## src/rtl/if_fetch_stage_pkg.sv

```systemverilog
// Shared fetch-stage definitions: FSM encoding, NOP word and IF/ID bundle widths.
package if_fetch_stage_pkg;

  localparam int unsigned IF_DATA_W   = 32;
  localparam int unsigned FETCH_CNT_W = 32;

  localparam logic [IF_DATA_W-1:0] IF_NOP_INSTR = 32'h0000_0000;

  typedef enum logic [1:0] {
    ST_REQ   = 2'd0,
    ST_HOLD  = 2'd1,
    ST_DRAIN = 2'd2
  } fetch_state_e;

  // IF/ID payload as seen by the ID stage.
  typedef struct packed {
    logic [IF_DATA_W-1:0] pc;
    logic [IF_DATA_W-1:0] pc4;
    logic [IF_DATA_W-1:0] instr;
    logic                 valid;
  } ifid_t;

endpackage

```

## src/rtl/if_fetch_stage_if_id_reg.sv

```systemverilog
// IF/ID pipeline register: load a new instruction, insert a bubble, or hold.
module if_id_reg
  import if_fetch_stage_pkg::*;
#(
  parameter int unsigned          DATA_W    = IF_DATA_W,
  parameter logic [DATA_W-1:0]    NOP_INSTR = DATA_W'(IF_NOP_INSTR)
) (
  input  logic              clk,
  input  logic              rst_n,
  input  logic              load_i,
  input  logic              bubble_i,
  input  logic [DATA_W-1:0] pc_i,
  input  logic [DATA_W-1:0] pc4_i,
  input  logic [DATA_W-1:0] instr_i,
  output logic [DATA_W-1:0] pc_o,
  output logic [DATA_W-1:0] pc4_o,
  output logic [DATA_W-1:0] instr_o,
  output logic              valid_o
);

  logic [DATA_W-1:0] pc_q, pc4_q, instr_q;
  logic              valid_q;

  // A bubble keeps the PC fields so the ID stage still sees a sane address.
  always_ff @(posedge clk or negedge rst_n) begin
    if (!rst_n) begin
      pc_q    <= '0;
      pc4_q   <= '0;
      instr_q <= NOP_INSTR;
      valid_q <= 1'b0;
    end else if (bubble_i) begin
      instr_q <= NOP_INSTR;
      valid_q <= 1'b0;
    end else if (load_i) begin
      pc_q    <= pc_i;
      pc4_q   <= pc4_i;
      instr_q <= instr_i;
      valid_q <= 1'b1;
    end
  end

  assign pc_o    = pc_q;
  assign pc4_o   = pc4_q;
  assign instr_o = instr_q;
  assign valid_o = valid_q;

endmodule

```

## src/rtl/if_fetch_stage.sv

```systemverilog
// Instruction-fetch stage: imem req/ack handshake, PC stall generation, flush
// handling (including draining a killed in-flight request) and the IF/ID register.
module if_fetch_stage
  import if_fetch_stage_pkg::*;
#(
  parameter int unsigned       DATA_W    = IF_DATA_W,
  parameter logic [DATA_W-1:0] NOP_INSTR = DATA_W'(IF_NOP_INSTR)
) (
  input  logic                   clk,
  input  logic                   reset,
  input  logic [DATA_W-1:0]      PC_i,
  input  logic                   ID_Stall,
  input  logic                   Flush,
  output logic                   imem_req,
  output logic [DATA_W-1:0]      imem_addr,
  input  logic                   imem_ack,
  input  logic [DATA_W-1:0]      imem_rdata,
  output logic                   PC_Stall,
  output logic [DATA_W-1:0]      IFID_PC,
  output logic [DATA_W-1:0]      IFID_PC4,
  output logic [DATA_W-1:0]      IFID_Instr,
  output logic                   IFID_Valid,
  output logic [FETCH_CNT_W-1:0] FetchCnt
);

  fetch_state_e            state_q, state_d;
  logic [DATA_W-1:0]       buf_pc_q, buf_pc_d;
  logic [DATA_W-1:0]       buf_instr_q, buf_instr_d;
  logic [DATA_W-1:0]       drain_addr_q, drain_addr_d;
  logic [FETCH_CNT_W-1:0]  fetch_cnt_q, fetch_cnt_d;

  logic                    req_c;
  logic [DATA_W-1:0]       addr_c;
  logic                    stall_c;
  logic                    ifid_load_c;
  logic                    ifid_bubble_c;
  logic [DATA_W-1:0]       ifid_pc_c;
  logic [DATA_W-1:0]       ifid_instr_c;
  logic [DATA_W-1:0]       ifid_pc4_c;

  always_ff @(posedge clk or negedge reset) begin
    if (!reset) begin
      state_q      <= ST_REQ;
      buf_pc_q     <= '0;
      buf_instr_q  <= NOP_INSTR;
      drain_addr_q <= '0;
      fetch_cnt_q  <= '0;
    end else begin
      state_q      <= state_d;
      buf_pc_q     <= buf_pc_d;
      buf_instr_q  <= buf_instr_d;
      drain_addr_q <= drain_addr_d;
      fetch_cnt_q  <= fetch_cnt_d;
    end
  end

  // Flush outranks ack and ID_Stall in every state.
  always_comb begin
    state_d       = state_q;
    buf_pc_d      = buf_pc_q;
    buf_instr_d   = buf_instr_q;
    drain_addr_d  = drain_addr_q;
    fetch_cnt_d   = fetch_cnt_q;
    req_c         = 1'b0;
    addr_c        = PC_i;
    stall_c       = 1'b1;
    ifid_load_c   = 1'b0;
    ifid_bubble_c = 1'b0;
    ifid_pc_c     = PC_i;
    ifid_instr_c  = imem_rdata;

    case (state_q)
      ST_REQ: begin
        req_c  = 1'b1;
        addr_c = PC_i;
        if (Flush) begin
          ifid_bubble_c = 1'b1;
          stall_c       = 1'b0;
          if (!imem_ack) begin
            drain_addr_d = PC_i;
            state_d      = ST_DRAIN;
          end
        end else if (imem_ack && !ID_Stall) begin
          ifid_load_c = 1'b1;
          fetch_cnt_d = fetch_cnt_q + FETCH_CNT_W'(1);
          stall_c     = 1'b0;
        end else if (imem_ack) begin
          buf_pc_d    = PC_i;
          buf_instr_d = imem_rdata;
          state_d     = ST_HOLD;
        end else if (!ID_Stall) begin
          ifid_bubble_c = 1'b1;
        end
      end

      ST_HOLD: begin
        addr_c = buf_pc_q;
        if (Flush) begin
          ifid_bubble_c = 1'b1;
          stall_c       = 1'b0;
          buf_pc_d      = '0;
          buf_instr_d   = NOP_INSTR;
          state_d       = ST_REQ;
        end else if (!ID_Stall) begin
          ifid_load_c  = 1'b1;
          ifid_pc_c    = buf_pc_q;
          ifid_instr_c = buf_instr_q;
          fetch_cnt_d  = fetch_cnt_q + FETCH_CNT_W'(1);
          stall_c      = 1'b0;
          state_d      = ST_REQ;
        end
      end

      ST_DRAIN: begin
        // Keep the killed request stable until memory acks it, then drop the data.
        req_c         = 1'b1;
        addr_c        = drain_addr_q;
        ifid_bubble_c = 1'b1;
        if (Flush) begin
          stall_c = 1'b0;
        end else if (imem_ack) begin
          state_d = ST_REQ;
        end
      end

      default: begin
        state_d = ST_REQ;
      end
    endcase
  end

  assign ifid_pc4_c = ifid_pc_c + DATA_W'(4);

  assign imem_req  = req_c;
  assign imem_addr = addr_c;
  assign PC_Stall  = stall_c;
  assign FetchCnt  = fetch_cnt_q;

  if_id_reg #(
    .DATA_W    (DATA_W),
    .NOP_INSTR (NOP_INSTR)
  ) u_if_id_reg (
    .clk      (clk),
    .rst_n    (reset),
    .load_i   (ifid_load_c),
    .bubble_i (ifid_bubble_c),
    .pc_i     (ifid_pc_c),
    .pc4_i    (ifid_pc4_c),
    .instr_i  (ifid_instr_c),
    .pc_o     (IFID_PC),
    .pc4_o    (IFID_PC4),
    .instr_o  (IFID_Instr),
    .valid_o  (IFID_Valid)
  );

endmodule

```

## config.mk

```make
export PLATFORM = sky130hd
export DESIGN_NAME = if_fetch_stage
export DESIGN_NICKNAME = d
export VERILOG_FILES = /design/src/rtl/if_fetch_stage_pkg.sv /design/src/rtl/if_fetch_stage_if_id_reg.sv /design/src/rtl/if_fetch_stage.sv
export SDC_FILE = /design/constraint.sdc
export NUM_CORES = 1
export LEC_CHECK = 0
export CAP_MARGIN = 20
export CELL_PAD_IN_SITES_DETAIL_PLACEMENT = 2
export CELL_PAD_IN_SITES_GLOBAL_PLACEMENT = 2
export CORE_MARGIN = 1.5
export CORE_UTILIZATION = 34
export DETAILED_ROUTE_END_ITERATION = 10
export PLACE_DENSITY = 0.9
export SETUP_SLACK_MARGIN = 0.05
export SKIP_LAST_GASP = 1
export SYNTH_ARGS = -nofsm -noshare
export SYNTH_HDL_FRONTEND = slang
export SYNTH_SLANG_ARGS = --single-unit
```

## constraint.sdc

```tcl
create_clock -name clk -period 5.7 [get_ports clk]
set_input_delay 1.14 -clock clk [delete_from_list [all_inputs] [get_ports clk]]
set_output_delay 1.14 -clock clk [all_outputs]
set_load 0.02 [all_outputs]
```

==> impl_metrics.tcl, run 1 <==
set metrics [dict create \
    tritoncts "built" \
    p_comb_frac 0.466 \
    wire_per_inst_um 23.8 \
    pwr-share-clk 0.214 \
    critPathKind "flop to primary output" \
    fill_cells 3430 \
    regArea_um2 5630 \
    fin_skew_ns 0.00883 \
    io_pins 232 \
    end_kind "primary output" \
    synth.yosys.warnings 0 \
    place.gp.congestion 0.848 \
    synth_area_um2 11400 \
    multi_input_area_um2 5380 \
    pre_cts_slack_ns 0.885 \
    worstPathMaxFanout 59 \
    grt_pass1_wl_mm 69.4 \
    critPathArrivalTime_ns 3.36 \
    vdd_drop_max_uv 208 \
    layout-drive-gt1-share 0.0878 \
    cpPeakStageDelay_ns 0.63 \
    final_util 0.459 \
    drt_first_pass_iters 5 \
    synthCells 1234 \
    rsz0062_at_grt "false" \
    cts_buffer_depth 3 \
    route.antenna.remaining_nets 0 \
    hold_path_class "flop to flop" \
    power.switching_mw 3.64 \
    seqPwrFrac 0.320 \
    synthToLayoutAreaGrowth_pct 32.1 \
    grt_use_total 0.261 \
    viasPerCell 5.58 \
    h-tree-depth 1 \
    fin_nets 1493 \
    relSlewSlack 0.272 \
    dr.max_layer_used "met5" \
    p_leak_nw 6.46 \
    avgSynthCellArea_um2 9.22 \
    setup_violations 0 \
    final_common_cell "nand2_1" \
    fin_crit_ns 4.50 \
    min-delay-start "FetchCnt[31]" \
    drc 0 \
    vias 10500 \
    wl_met3_mm 2.07 \
    std_cell_rows 66 \
    drv_cap 0 \
    report.final.slew_viol_count 0 \
    wirelength_mm 44.7 \
    switching_share 0.415 \
    finalHoldViolCount 0 \
    crit_path_start_kind "flop" \
    dieArea_um2 34600 \
    wl_met2_mm 22.6 \
    cts_inserted_buffers 29 \
    crit_chain "inv_1, ha_4, buf_4, a22oi_1, a21oi_1, clkdlybuf4s50_1" \
    period_share 0.789 \
    worstMarginPinSlew_ns 1.08 \
    clkTransAtPathRegs_ns 0.06 \
    postCtsHoldBufs 0 \
    synth_ff_type "dfrtp_1" \
    worst_slack_ns 1.20 \
    wl_met1_mm 18.3 \
    syn_nets 1309 \
    cp_data_required_time_ns 4.56 \
    place_hpwl_mm 29.8 \
    startpoint "state_q[1]" \
    cts_sinks 225 \
    synth-edff-count 0 \
    status "finished, final reports clean" \
    layout.cells.most_common_list "239 x nand2_1, 230 x clkdlybuf4s50_1, 225 x dfrtp_1" \
    tns_ns 0 \
    synthArstFlopShare 1.00 \
    synth_seq_cells 225 \
    clk_latency_ns 0.54 \
    root_buffer "clkbuf_16" \
    p_per_area_nw_per_um2 584 \
    grt_overflow_total 0 \
    p_int_mw 5.14 \
    antenna_found_initial 2 \
    grt_pass1_vias 11700 \
    start_util 0.347 \
    post_cts_buffers 0 \
    grt_max_degree 102 \
    reg2reg_from "state_q[1]" \
    core_um2 32800 \
    critPathSlowestCell "clkdlybuf4s50_1" \
    die_w_um 186 \
    portBuffers 231 \
    drtIter0Drc 483 \
    dieHeight_um 186 \
    timing.fmax_mhz 222 \
    synth.distinct_cells 62 \
    cts_resized 0 \
    ys_seq_area_frac 0.495 \
]
==> power by group through the flow <==
stage	logic, mW	registers, mW	clock network [mW]
6_report	4.10	2.81	1.88
5_1_grt	4.44	2.88	1.98
4_1_cts	4.12	2.81	1.91
3_5_place_dp	4.06	2.81	0
3_3_place_gp	3.86	2.75	0
2_1_floorplan	1.85	2.99	0
==> layout make-up <==
type | count | share of cell area
antenna | 2 | 0.000333
clock inverter | 8 | 0.00782
multi-input combinational | 905 | 0.358
sequential | 225 | 0.374
clock buffer | 40 | 0.0563
timing repair buffer | 250 | 0.165
tap | 442 | 0.0368
inverter | 7 | 0.00175
==> cells by family (layout without fill, tap and decap cells) <==
logic type	Yosys count	in the layout	synth area share
AND/OR/NAND/NOR	529	529	0.217
AO/OA/AOI/OAI	250	250	0.139
flip-flops	225	225	0.495
buffers and inverters	104	305	0.0375
multiplexers	68	68	0.0644
XOR/XNOR	52	52	0.0400
adder cells (fa/ha/maj)	6	6	0.00659
other	0	2	0
==> critical path, delay by kind of cell, from the launching register on <==
family / cells / cell delay [ns]
adder cells (fa/ha/maj): 1 / 0.53
buffers and inverters: 3 / 1.35
AO/OA/AOI/OAI: 2 / 0.51
flip-flops: 1 / 0.41
==> per-layer routing <==
layer | vias to the layer above | global-route usage
li1 | 4647 | -
met2 | 311 | 0.456
met3 | 104 | 0.0393
met4 | 2 | 0.0942
met5 | - | 0
met1 | 5427 | 0.324
==> per-stage QoR <==
step	instances	instance area [um^2]	total power [mW]	hold WS [ns]
2_1_floorplan	1234	11400	4.85	0.450
3_3_place_gp	1828	14100	6.61	0.462
3_5_place_dp	1828	14100	6.88	0.460
4_1_cts	1876	15000	8.84	0.481
5_1_grt	1878	15000	9.29	0.488
6_report	1879	15000	8.79	0.479
==> sequential cells by signal (all words and copies together), names as in the netlist <==
signal / flops
buf_pc_q: 32
buf_instr_q: 32
u_if_id_reg.instr_o: 32
state_q: 2
u_if_id_reg.pc_o: 30
u_if_id_reg.valid_o: 1
drain_addr_q: 32
FetchCnt: 32
u_if_id_reg.pc4_o: 32
==> synthesized netlist by cell type (2+ instances only) <==
library cell,count,share of area
o21ai_0,97,0.043
mux2_2,42,0.042
a31oi_1,11,0.0060
a311oi_1,32,0.025
or3_1,4,0.0022
o31ai_1,5,0.0033
o21ai_1,2,0.00088
o21a_1,3,0.0020
a32o_1,2,0.0018
nand2b_1,65,0.036
nor4_1,3,0.0016
nor4_2,3,0.0033
a22oi_1,36,0.024
buf_4,2,0.0013
and4_1,6,0.0046
xnor2_1,22,0.017
nor3_1,15,0.0066
and3_1,17,0.0093
mux2i_1,26,0.023
o211ai_1,5,0.0033
nor2_1,101,0.033
nand2_1,240,0.079
a21o_1,4,0.0026
buf_6,2,0.0020
and2_1,3,0.0016
a221oi_1,2,0.0015
a211oi_1,2,0.0013
or4b_2,2,0.0018
nand3_1,37,0.016
buf_2,11,0.0048
clkbuf_1,66,0.022
or2_2,2,0.0011
a21oi_1,37,0.016
nand4_1,18,0.0099
buf_1,16,0.0053
or4_1,3,0.0020
ha_1,6,0.0066
xor2_1,30,0.023
dfrtp_1,225,0.49
inv_1,7,0.0023
==> path summary, 6_finish.rpt <==
path / to / slack, ns / depth (start not counted)
max in group asynchronous: buf_instr_q[7] / 3.73 / 2
setup reg to reg: u_if_id_reg.pc4_o[26] / 1.51 / 12
min in group asynchronous: drain_addr_q[18] / 0.61 / 1
setup / recovery: imem_addr[29] / 1.20 / 6
hold / removal: FetchCnt[31] / 0.48 / 1
hold reg to reg: FetchCnt[31] / 0.48 / 1
(Power assumes the default switching activity.)
==> run 2: changes to the inputs <==
--- a/config.mk
+++ b/config.mk
@@ -9,9 +9,9 @@
 export CELL_PAD_IN_SITES_DETAIL_PLACEMENT = 2
 export CELL_PAD_IN_SITES_GLOBAL_PLACEMENT = 2
 export CORE_MARGIN = 1.5
-export CORE_UTILIZATION = 34
+export CORE_UTILIZATION = 31
 export DETAILED_ROUTE_END_ITERATION = 10
-export PLACE_DENSITY = 0.9
+export PLACE_DENSITY = 0.83
 export SETUP_SLACK_MARGIN = 0.05
 export SKIP_LAST_GASP = 1
 export SYNTH_ARGS = -nofsm -noshare
==> constraint.sdc (replaced) <==
create_clock -name clk -period 4.66 [get_ports clk]
set_input_delay 0.932 -clock clk [delete_from_list [all_inputs] [get_ports clk]]
set_output_delay 0.932 -clock clk [all_outputs]
set_load 0.02 [all_outputs]
==> run 2 against run 1 <==
Compared with the run above:
- clock power grew 23%
- setup slack lost 0.75 ns
- critical path type unchanged
- non-clock buffer count grew 10
- largest cell class unchanged
- via count shrank 1.7%
==> impl_metrics.tcl, run 2 (same netlist as run 1, synthesis figures left out) <==
set metrics [dict create \
    h-tree-depth 1 \
    final_common_cell "nand2_1" \
    startpoint "state_q[0]" \
    grt_use_total 0.225 \
    portBuffers 231 \
    dieHeight_um 195 \
    route.antenna.remaining_nets 0 \
    report.final.slew_viol_count 0 \
    grt_max_degree 102 \
    post_cts_buffers 0 \
    tritoncts "built" \
    rsz0062_at_grt "false" \
    drc 0 \
    io_pins 232 \
    place_hpwl_mm 29.2 \
    p_leak_nw 6.52 \
    drtIter0Drc 445 \
    grt_pass1_vias 11400 \
    critPathKind "flop to primary output" \
    reg2reg_from "state_q[1]" \
    diodes 0 \
    drt_first_pass_iters 5 \
    cp_data_required_time_ns 3.73 \
    critPathArrivalTime_ns 3.28 \
    cts_inserted_buffers 27 \
    layout-drive-gt1-share 0.0933 \
    place.gp.congestion 0.819 \
    std_cell_rows 70 \
    viasPerCell 5.38 \
    die_w_um 195 \
    cts_buffer_depth 3 \
    start_util 0.313 \
    postLayoutCellArea_um2 15200 \
    clkTransAtPathRegs_ns 0.06 \
    synthToLayoutAreaGrowth_pct 33.2 \
    crit_path_start_kind "flop" \
    tns_ns 0 \
    vdd_drop_max_uv 523 \
    period_share 0.903 \
    multi_input_area_um2 5380 \
    regArea_um2 5630 \
    relSlewSlack 0.384 \
    fin_nets 1501 \
    fin_crit_ns 4.21 \
    timing.fmax_mhz 238 \
    dieArea_um2 37900 \
    grt_pass1_wl_mm 67.8 \
    fin_skew_ns 0.0225 \
    p_per_area_nw_per_um2 704 \
    hold_path_class "primary input to asynchronous set/reset pin" \
    vias 10300 \
    status "finished, final reports clean" \
    antenna_found_initial 1 \
    end_kind "primary output" \
    placed_area_um2 14200 \
    worstPathMaxFanout 35 \
    finalHoldViolCount 0 \
    wirelength_mm 42.4 \
    worstMarginPinSlew_ns 0.916 \
    grt_overflow_total 0 \
    core_um2 36300 \
    cts_resized 0 \
    cts_sinks 225 \
    postCtsHoldBufs 0 \
    wire_per_inst_um 22.1 \
    root_buffer "clkbuf_16" \
    drv_cap 0 \
    setup_violations 0 \
    whs_ns 0.409 \
    clk_latency_ns 0.55 \
    layout.cells.most_common_list "239 x nand2_1, 230 x clkdlybuf4s50_1, 225 x dfrtp_1" \
    fill_cells 3886 \
]
[run 2: cell types whose count changed in the layout (fill, tap and decap cells not counted)]
| cell | before | now |
|---|---|---|
| buf_4 | 17 | 25 |
| clkbuf_8 | 8 | 2 |
| bufinv_16 | 3 | 6 |
| clkbuf_1 | 3 | 6 |
| buf_12 | 2 | 4 |
| clkbuf_16 | 29 | 27 |
| clkinv_2 | 4 | 6 |
| diode_2 | 2 | 0 |
| clkinv_4 | 0 | 1 |
| inv_6 | 0 | 1 |
[run 2: cell type report]
type                            instances  area share
Clock buffer                           35      0.0479
Clock inverter                         15      0.0155
Inverter                                7     0.00173
Multi-Input combinational cell        905       0.355
Sequential cell                       225       0.371
Tap cell                              468      0.0386
Timing Repair Buffer                  260       0.170
[run 2: per-layer routing]
metal  part of all wire  wire length [um]  GRT usage
met1               0.44             18600      0.295
met2               0.50             21300      0.396
met3              0.045              1890     0.0357
met4              0.014               609     0.0394
met5            0.00019                 8          0
[run 2: path summary, 6_finish.rpt]
check	end	depth (start not counted)	slack, ns
hold reg to reg	buf_instr_q[18]	2	0.48
max in group asynchronous	u_if_id_reg.pc4_o[23]	2	3.13
setup reg to reg	u_if_id_reg.pc4_o[26]	11	0.98
hold / removal	u_if_id_reg.pc_o[15]	1	0.41
setup / recovery	imem_addr[11]	6	0.45
min in group clk	buf_instr_q[18]	2	0.48
[run 2: worst max-delay path: stages, from the launching register on]
cell,delay (ns)
dfrtp_1,0.42
inv_1,0.10
ha_2,0.82
buf_4,0.40
nor2_1,0.11
a21oi_1,0.21
clkdlybuf4s50_1,0.65
[run 2: metrics by stage]
| stage | power, mW | std cells | setup WS [ns] | util |
|---|---|---|---|---|
| 6_report | 10.7 | 1915 | 0.453 | 0.417 |
| 5_1_grt | 11.3 | 1915 | 0.291 | 0.417 |
| 4_1_cts | 10.8 | 1915 | 0.426 | 0.417 |
| 3_5_place_dp | 8.43 | 1865 | 0.477 | 0.391 |
| 3_3_place_gp | 8.19 | 1865 | 0.727 | 0.391 |
| 2_1_floorplan | 5.93 | 1234 | 0.643 | - |
[run 2: power breakdown]
group	internal, mW	switching [mW]	leakage, nW
sequential	2.74	0.671	2.87
clock	1.43	0.886	0.471
combinational	2.15	2.80	3.18
total	6.32	4.36	6.52
==> run 3: changes to the inputs <==
--- a/config.mk
+++ b/config.mk
@@ -5,12 +5,12 @@
 export SDC_FILE = /design/constraint.sdc
 export NUM_CORES = 1
 export LEC_CHECK = 0
-export CAP_MARGIN = 20
 export CELL_PAD_IN_SITES_DETAIL_PLACEMENT = 2
 export CELL_PAD_IN_SITES_GLOBAL_PLACEMENT = 2
 export CORE_MARGIN = 1.5
 export CORE_UTILIZATION = 31
 export DETAILED_ROUTE_END_ITERATION = 10
+export MAX_ROUTING_LAYER = met4
 export PLACE_DENSITY = 0.83
 export SETUP_SLACK_MARGIN = 0.05
 export SKIP_LAST_GASP = 1
==> run 3 against run 2 <==
Compared with the run above:
- critical path depth stayed put
- register-to-register slack worse by 0.02 ns
- clock skew is 0.0025 ns lower
- via count is 0.42% higher
- cell count hardly changed
- setup slack worse by 0.015 ns
- largest power group unchanged
- highest routed layer is now met4
==> impl_metrics.tcl, run 3 (same netlist as run 1, synthesis figures left out) <==
set metrics [dict create \
    core_um2 36300 \
    clk_latency_ns 0.55 \
    fin_skew_ns 0.0200 \
    crit_chain "inv_1, ha_2, buf_4, nor2_1, a21oi_1, clkdlybuf4s50_1" \
    grt_pass1_vias 11400 \
    drc 0 \
    finalHoldViolCount 0 \
    timing.fmax_mhz 237 \
    antenna_found_initial 1 \
    switching_share 0.408 \
    start_util 0.313 \
    pwr-share-clk 0.217 \
    status "finished, final reports clean" \
    fin_cells 1916 \
    dieHeight_um 195 \
    hold_path_class "primary input to asynchronous set/reset pin" \
    place.gp.congestion 0.831 \
    postCtsHoldBufs 0 \
    crit_family "buffers and inverters" \
    grt_overflow_total 0 \
    dieArea_um2 37900 \
    p_total_mw 10.7 \
    drv_cap 0 \
    wire_per_inst_um 22.1 \
    std_cell_rows 70 \
    placed_cells 1865 \
    h-tree-depth 1 \
    place_hpwl_mm 29.2 \
    wirelength_mm 42.4 \
    root_buffer "clkbuf_16" \
    rsz0062_at_grt "false" \
    layout-drive-gt1-share 0.0933 \
    relSlewSlack 0.396 \
    drt_first_pass_iters 5 \
    layout.cells.most_common_list "239 x nand2_1, 230 x clkdlybuf4s50_1, 225 x dfrtp_1" \
    end_kind "primary output" \
    drtIter0Drc 453 \
    grt_use_total 0.232 \
    synthToLayoutAreaGrowth_pct 33.2 \
    p_leak_nw 6.52 \
    worstPathMaxFanout 35 \
    cp_data_required_time_ns 3.73 \
    p_comb_frac 0.464 \
    cts_buffer_depth 3 \
    worstMarginPinSlew_ns 0.897 \
    io_pins 232 \
    cts_sinks 225 \
    postLayoutCellArea_um2 15200 \
    p_int_mw 6.32 \
    die_w_um 195 \
    final_util 0.417 \
    vias 10400 \
    critPathArrivalTime_ns 3.29 \
    crit_path_start_kind "flop" \
    setup_violations 0 \
    viasPerCell 5.40 \
    cts_inserted_buffers 27 \
    vdd_drop_max_uv 522 \
    clkTransAtPathRegs_ns 0.06 \
    grt_max_degree 102 \
    period_share 0.906 \
    cts_resized 0 \
    tritoncts "built" \
    final_common_cell "nand2_1" \
    cpPeakStageDelay_ns 0.83 \
    placed_area_um2 14200 \
    seqPwrFrac 0.319 \
    tns_ns 0 \
    fin_crit_ns 4.22 \
    grt_pass1_wl_mm 67.7 \
    route.antenna.remaining_nets 0 \
    portBuffers 231 \
    critPathSlowestCell "ha_2" \
    power.switching_mw 4.36 \
    fin_nets 1501 \
    post_cts_buffers 0 \
    report.final.slew_viol_count 0 \
    path_buf_inv 3 \
    p_per_area_nw_per_um2 704 \
    critPathKind "flop to primary output" \
]
-- run 3: per-layer routing --
metal / vias up / routed length, um / global-route usage
met5: - / 0 / -
met1: 5377 / 18700 / 0.296
li1: 4671 / - / -
met2: 251 / 21100 / 0.396
met3: 52 / 1920 / 0.0338
met4: 0 / 634 / 0.0394
-- run 3: through the flow --
stage               setup slack (ns)  hold WS (ns)
floorplan                      0.643         0.450
global placement               0.727         0.461
detailed placement             0.477         0.465
CTS                            0.426         0.461
global route                   0.289         0.444
finish                         0.438         0.408
-- run 3: area by class of cell --
class | count | area, um^2
well taps | 468 | 586
clock buffers | 35 | 726
fillers | 3887 | 21200
multi-input cells | 905 | 5380
inverters | 7 | 26.3
diodes | 1 | 2.50
flip-flops and latches | 225 | 5630
repair buffers | 260 | 2580
clock inverters | 15 | 235
-- run 3: final timing paths --
| kind | endpoint | slack (ns) | from | depth (start not counted) |
|---|---|---|---|---|
| min in group clk | buf_instr_q[18] | 0.48 | buf_instr_q[18] | 2 |
| worst min register to register | buf_instr_q[18] | 0.48 | buf_instr_q[18] | 2 |
| worst max register to register | u_if_id_reg.pc4_o[26] | 0.96 | state_q[1] | 11 |
| max in group asynchronous | buf_instr_q[31] | 3.12 | reset | 2 |
| worst min-delay path | u_if_id_reg.pc4_o[15] | 0.41 | reset | 1 |
| worst max-delay path | imem_addr[11] | 0.44 | state_q[0] | 6 |
-- run 3: power by group through the flow --
stage | combinational [mW] | clock [mW] | sequential, mW
4_1_cts | 5.03 | 2.37 | 3.41
2_1_floorplan | 2.27 | 0 | 3.66
3_5_place_dp | 4.99 | 0 | 3.44
5_1_grt | 5.37 | 2.45 | 3.51
6_report | 4.96 | 2.32 | 3.41
3_3_place_gp | 4.81 | 0 | 3.38
